===== src/rtl/include.vh =====
// Shared build-wide defaults for the ring-buffer / FIFO family.
//   LEN_RING_BUF_ADDR : default FIFO address width (depth = 2**width)
//   LEN_FIFO_DATA     : default FIFO data width
//   FIFO_MODE_FWFT    : read mode value for first-word-fall-through
//   FIFO_MODE_REQ     : read mode value for request/done reads
`ifndef SYNC_FIFO_INCLUDE_VH
`define SYNC_FIFO_INCLUDE_VH

`define LEN_RING_BUF_ADDR 4
`define LEN_FIFO_DATA     8
`define FIFO_MODE_FWFT    1
`define FIFO_MODE_REQ     0

`endif


===== src/rtl/sync_fifo_vr_pkg.sv =====
// Package for sync_fifo_vr: parameter defaults and read-mode constants.
// No ports.
`include "include.vh"

package sync_fifo_vr_pkg;

   localparam int DEF_LEN_DATA = `LEN_FIFO_DATA;
   localparam int DEF_LEN_ADDR = `LEN_RING_BUF_ADDR;

   localparam int MODE_FWFT = `FIFO_MODE_FWFT;
   localparam int MODE_REQ  = `FIFO_MODE_REQ;

endpackage


===== src/rtl/fifo_mem.sv =====
// Simple dual-port storage array for sync_fifo_vr.
// Synchronous write, asynchronous read, no reset (maps to distributed RAM).
// Ports:
//   clk   : clock
//   we    : write enable
//   waddr : write address
//   wdata : write data
//   raddr : read address
//   rdata : read data (combinational from raddr)
module fifo_mem #(
   parameter int LEN_DATA = 8,
   parameter int LEN_ADDR = 4
) (
   input  logic                clk,
   input  logic                we,
   input  logic [LEN_ADDR-1:0] waddr,
   input  logic [LEN_DATA-1:0] wdata,
   input  logic [LEN_ADDR-1:0] raddr,
   output logic [LEN_DATA-1:0] rdata
);

   logic [LEN_DATA-1:0] mem [2**LEN_ADDR];

   always_ff @(posedge clk) begin
      if (we) begin
         mem[waddr] <= wdata;
      end
   end

   assign rdata = mem[raddr];

endmodule


===== src/rtl/sync_fifo_vr.sv =====
// Parametrised synchronous FIFO with valid/ready handshakes.
// Uses the full 2**LEN_ADDR capacity (extra pointer MSB distinguishes full
// from empty). Two read modes: first-word-fall-through or request/done.
// Ports:
//   clk         : clock
//   rstn        : synchronous active-low reset
//   flush       : synchronous clear of contents
//   i_valid     : write request
//   i_data      : write data
//   i_ready     : FIFO can accept a write (registered)
//   o_ready     : FWFT: consumer takes head; REQ: read request
//   o_valid     : FWFT: head valid; REQ: one-cycle read-done pulse
//   o_data      : read data
//   count       : occupancy 0..DEPTH
//   almost_full : count >= AFULL_TH (registered)
//   overflow    : sticky, write attempted while not ready
module sync_fifo_vr
   import sync_fifo_vr_pkg::*;
#(
   parameter int LEN_DATA = DEF_LEN_DATA,
   parameter int LEN_ADDR = DEF_LEN_ADDR,
   parameter int AFULL_TH = (2**LEN_ADDR) - 2,
   parameter int FWFT     = MODE_FWFT
) (
   input  logic                clk,
   input  logic                rstn,
   input  logic                flush,
   input  logic                i_valid,
   input  logic [LEN_DATA-1:0] i_data,
   output logic                i_ready,
   input  logic                o_ready,
   output logic                o_valid,
   output logic [LEN_DATA-1:0] o_data,
   output logic [LEN_ADDR:0]   count,
   output logic                almost_full,
   output logic                overflow
);

   localparam int              DEPTH   = 2**LEN_ADDR;
   localparam logic [LEN_ADDR:0] DEPTH_C = (LEN_ADDR+1)'(DEPTH);
   localparam logic [LEN_ADDR:0] AFULL_C = (LEN_ADDR+1)'(AFULL_TH);
   localparam bit              IS_FWFT = (FWFT == MODE_FWFT);

   logic [LEN_ADDR:0]   wr_ptr;
   logic [LEN_ADDR:0]   rd_ptr;
   logic [LEN_ADDR:0]   count_nxt;
   logic                empty;
   logic                full;
   logic                push;
   logic                pop;
   logic [LEN_DATA-1:0] mem_rdata;
   logic [LEN_DATA-1:0] rd_word_q;

   assign empty = (wr_ptr == rd_ptr);
   assign full  = (wr_ptr[LEN_ADDR] != rd_ptr[LEN_ADDR]) &&
                  (wr_ptr[LEN_ADDR-1:0] == rd_ptr[LEN_ADDR-1:0]);

   // i_ready already excludes the full case; the pointer check is a backstop.
   assign push = i_valid & i_ready & ~full;

   // REQ mode: a read on an empty FIFO with a write in the same cycle
   // bypasses the array, so both pointers advance and count stays put.
   assign pop = IS_FWFT ? (o_valid & o_ready)
                        : (o_ready & (~empty | push));

   assign count_nxt = count + (LEN_ADDR+1)'(push) - (LEN_ADDR+1)'(pop);

   fifo_mem #(
      .LEN_DATA (LEN_DATA),
      .LEN_ADDR (LEN_ADDR)
   ) u_mem (
      .clk   (clk),
      .we    (push & rstn & ~flush),
      .waddr (wr_ptr[LEN_ADDR-1:0]),
      .wdata (i_data),
      .raddr (rd_ptr[LEN_ADDR-1:0]),
      .rdata (mem_rdata)
   );

   // FWFT output is gated so that unwritten memory never reaches o_data.
   assign o_data = IS_FWFT ? (o_valid ? mem_rdata : '0) : rd_word_q;

   always_ff @(posedge clk) begin
      if (!rstn) begin
         wr_ptr      <= '0;
         rd_ptr      <= '0;
         count       <= '0;
         i_ready     <= 1'b0;
         o_valid     <= 1'b0;
         almost_full <= 1'b0;
         overflow    <= 1'b0;
         rd_word_q   <= '0;
      end else if (flush) begin
         wr_ptr      <= '0;
         rd_ptr      <= '0;
         count       <= '0;
         i_ready     <= 1'b1;
         o_valid     <= 1'b0;
         almost_full <= 1'b0;
         overflow    <= 1'b0;
      end else begin
         if (push) begin
            wr_ptr <= wr_ptr + 1'b1;
         end
         if (pop) begin
            rd_ptr <= rd_ptr + 1'b1;
         end
         count       <= count_nxt;
         i_ready     <= (count_nxt < DEPTH_C);
         almost_full <= (count_nxt >= AFULL_C);
         if (i_valid & ~i_ready) begin
            overflow <= 1'b1;
         end
         if (IS_FWFT) begin
            o_valid <= (count_nxt != '0);
         end else begin
            o_valid <= pop;
            if (pop) begin
               rd_word_q <= empty ? i_data : mem_rdata;
            end
         end
      end
   end

endmodule


===== config.mk =====
export PLATFORM = sky130hd
export DESIGN_NAME = sync_fifo_vr
export DESIGN_NICKNAME = d
export VERILOG_FILES = /design/src/rtl/sync_fifo_vr_pkg.sv /design/src/rtl/fifo_mem.sv /design/src/rtl/sync_fifo_vr.sv
export VERILOG_INCLUDE_DIRS = /design/src /design/src/rtl
export SDC_FILE = /design/constraint.sdc
export NUM_CORES = 1
export LEC_CHECK = 0
export BUFFER_PORTS_ARGS = -buffer_cell sky130_fd_sc_hd__buf_2
export CORE_ASPECT_RATIO = 1.5
export CORE_MARGIN = 2
export CORE_UTILIZATION = 45
export CTS_CLUSTER_SIZE = 25
export DETAILED_ROUTE_END_ITERATION = 10
export GPL_TIMING_DRIVEN = 0
export HOLD_SLACK_MARGIN = 0.06
export PLACE_DENSITY = 0.67
export SYNTH_ARGS = -nofsm -noshare
export SYNTH_HDL_FRONTEND = slang
export SYNTH_HIERARCHICAL = 1
export SYNTH_SLANG_ARGS = --single-unit

===== constraint.sdc =====
create_clock -name clk -period 3.95 [get_ports clk]
set_clock_uncertainty 0.2 [all_clocks]
set_input_delay 0.1975 -clock clk [delete_from_list [all_inputs] [get_ports clk]]
set_output_delay 0.1975 -clock clk [all_outputs]
set_load 0.005 [all_outputs]

==> summary.md <==
| Metric | Value |
|---|---|
| Outcome | finished clean |
| Max Cap Viol | 0 |
| H-tree depth | 4 |
| Slew headroom | 0.0892 |
| Maximum VDD drop | 0.312 mV |
| Pins Over Slew Limit | 0 |
| DR DRC count | 0 |
| Reg2Reg Depth | 14 |
| GRT Util Overall | 0.170 |
| Yosys reg bits | 147 |
| Clock Sinks | 147 |
| Critical path class | reg2reg |
| CTS Buffer Depth | 2 |
| Via count | 3162 |
| CTS tree | done |
| CP required | 4.05 ns |
| Clock Root Buffer | clkbuf_16 |
| Largest area contributor in the netlist | edfxtp_1 |
| Startpoint types | register |
| Main synth FF type | edfxtp_1 |
| Async SR Flop Fraction | 0 |
| Vias in the first global route | 3227 |
| PwrDens | 497 nW/um^2 |
| Number of synthesized flops with an enable pin | 128 |
| GRT overflow | 0 |
| Syn nets | 360 |
| Pre-antenna DRT Iters | 4 |
| Total setup buffers inserted after CTS | 0 |
| Vias per inst | 5.55 |
| First-pass GRT wire length | 17900 microns |
| Multiplexer share of the synthesized area | 0.133 |
| Port buffer count | 29 |
| Core area | 13000 sq um |
| Die W | 98.6 microns |
| Final ANT Viol Nets | 0 |
| Clk slew on worst S/H paths | 0.06 ns |
| Largest family of logic cells by synthesized area | multiplexers |
| Final HPWL from detailed placement | 7910 microns |
| HP Class | in2reg |
| Largest net degree at the start of global routing | 17 |
| RSZ-0062 raised after global routing | no |
| Max FO, Critical Path | 12 |
| Post-Synth XOR/XNOR Area | 0.0189 |
| Critical path arrival | 3.76 ns |
| Compound-Gate Fraction of Synth Area | 0.0394 |
| Area grow syn2layout | 17.5% |
| RR Startpoint | wr_ptr[0]$_SDFFE_PP0P_ |
| Post-Synthesis Cells | 339 |
| P_leak | 2.39 nW |
| Rows | 51 |
| Netlist cell types | 40 |
| Yosys warnings | 6 |
| Crit share post-route | 0.928 |
| DRT iter0 DRCs | 191 |
| Fin nets | 419 |
| Critical Path End Type | register |
| Top-area cell type share of the netlist area | 0.637 |
| Post-synthesis adder-cell area fraction | 0.0178 |
| Least-Margin Pin Slew | 1.36 ns |
| Synth cell count leaders | edfxtp_1, nor2_1, dfxtp_1 |
| Ranking of synthesized cells by area | edfxtp_1, mux4_2, dfxtp_1 |
| RR Endpoint | i_ready$_SDFF_PN0_ |
| Chip height | 146 microns |
| Setup TNS | 0 ns |
| Fmax | 273 MHz |
| DR WL/cell | 20.3 microns |
| Hold Path Sink | rd_ptr[0]$_SDFFE_PP0P_ |
| Fillers | 1049 |
| Hold WS | 0.109 ns |
| Cts bufs inserted | 17 |
| Worst-skew pair later-pin latency | 0.41 ns |
| Hold Path Depth | 5 |
| Hold Vio Cnt, Final | 0 |
| Post-synthesis cell area | 6040 sq um |
| Mean post-synth cell area | 17.8 sq um |
| Ratio of cells with drive above 1 in the final layout | 0.253 |
| R2r setup slk | 0.29 ns |
| Final count of negative-setup-slack endpoints | 0 |
| Hold path start | o_ready |
| Initial antenna violation count | 0 |
| # diodes | 0 |
| WL final | 11600 microns |
| Initial Util | 0.464 |
| Placer Congestion | 0.815 |
| Simple-gate portion of the synthesized area | 0.0684 |
| Sequential element share of the synthesized area | 0.700 |
| Full die area | 14400 sq um |
| Min cycle time layout | 3.66 ns |
| Io pins | 30 |
| Most common cell in the synthesized netlist | edfxtp_1 |
-- report_power, final --
| part | leakage [nW] | switching [W] | internal [W] | total, W |
|---|---|---|---|---|
| Clock | 0.267 | 0.000633 | 0.000883 | 0.00152 |
| Combinational | 0.815 | 0.000146 | 0.000130 | 0.000276 |
| Sequential | 1.31 | 0.0000235 | 0.00171 | 0.00173 |
| Total | 2.39 | 0.000803 | 0.00272 | 0.00352 |
-- critical path, stage by stage, from the launching register on --
cell	delay (ns)
dfxtp_2	0.47
xor2_1	0.21
nor2_2	0.12
a21oi_4	0.23
inv_1	0.07
ha_1	0.29
inv_1	0.06
ha_1	0.17
inv_1	0.06
fa_1	0.42
nand2b_1	0.16
a21oi_1	0.15
xnor2_1	0.17
o21a_1	0.21
dlygate4sd3_1	0.55
-- per-layer routing --
metal / part of all wire / track usage
met5: 0 / 0
met4: 0.019 / 0.0637
met1: 0.38 / 0.198
met2: 0.56 / 0.306
met3: 0.041 / 0.0351
-- metrics by stage --
step / utilization / worst slack (ns) / cell area [sq um] / power, W / std cells
CTS: 0.542 / 0.0311 / 7060 / 0.00355 / 570
global placement: 0.490 / 0.351 / 6380 / 0.00202 / 527
global route: 0.545 / 0.0397 / 7090 / 0.00365 / 570
detailed placement: 0.490 / 0.297 / 6380 / 0.00203 / 527
floorplan: - / 1.04 / 6040 / 0.00192 / 339
finish: 0.545 / 0.286 / 7090 / 0.00352 / 570
-- sequential cells by signal, summed over array words and instances (netlist names) --
signal and count:
rd_ptr 5, wr_ptr 5, almost_full 1, o_valid 1, u_mem/mem 128, count 5, overflow 1, i_ready 1
-- logic make-up after synthesis --
family | after synthesis
compound gates | 32
xor+xnor | 13
fa+ha+maj | 8
buf+inv | 23
flops | 147
mux | 35
simple gates | 81
-- worst max path at each step --
| stage | startpoint | to |
|---|---|---|
| 2_1_floorplan | wr_ptr[1]$_SDFFE_PP0P_ | o_valid$_SDFF_PP0_ |
| 6_report | wr_ptr[0]$_SDFFE_PP0P_ | i_ready$_SDFF_PN0_ |
| 3_3_place_gp | wr_ptr[1]$_SDFFE_PP0P_ | u_mem/mem[0][2]$_DFFE_PP_ |
| 3_5_place_dp | wr_ptr[0]$_SDFFE_PP0P_ | u_mem/mem[0][2]$_DFFE_PP_ |
| 4_1_cts | wr_ptr[0]$_SDFFE_PP0P_ | i_ready$_SDFF_PN0_ |
| 5_1_grt | wr_ptr[0]$_SDFFE_PP0P_ | i_ready$_SDFF_PN0_ |
-- layout by cell type (no fill, tap or decap), drive strengths merged, types with 3 or more instances in the layout --
| cell type | count |
|---|---|
| mux2i | 3 |
| and2 | 13 |
| nor2 | 26 |
| nand4 | 5 |
| nand2b | 5 |
| clkdlybuf4s25 | 3 |
| a21oi | 6 |
| edfxtp | 128 |
| clkinvlp | 4 |
| nand2 | 16 |
| mux4 | 32 |
| clkbuf | 21 |
| buf | 37 |
| dlygate4sd3 | 11 |
| a22oi | 16 |
| dfxtp | 19 |
| inv | 16 |
| xor2 | 9 |
| nor3 | 5 |
| ha | 7 |
| xnor2 | 4 |
-- area by class of cell --
cell class | count | area (sq um) | area share
Multi-Input combinational cell | 169 | 1700 | 0.239
Clock inverter | 14 | 141 | 0.0199
Tap cell | 159 | 199 | 0.0281
Sequential cell | 147 | 4230 | 0.597
Clock buffer | 18 | 429 | 0.0605
Buffer | 14 | 103 | 0.0145
Timing Repair Buffer | 40 | 255 | 0.0360
Inverter | 9 | 33.8 | 0.00476
-- repair_timing --
action                                 CTS  global route
setup endpoints to repair                0             1
endpoints found under the hold margin  133             0
hold buffers                            11             0
resized for setup                        0            10
No activity file was read; power rests on OpenSTA's default activity.
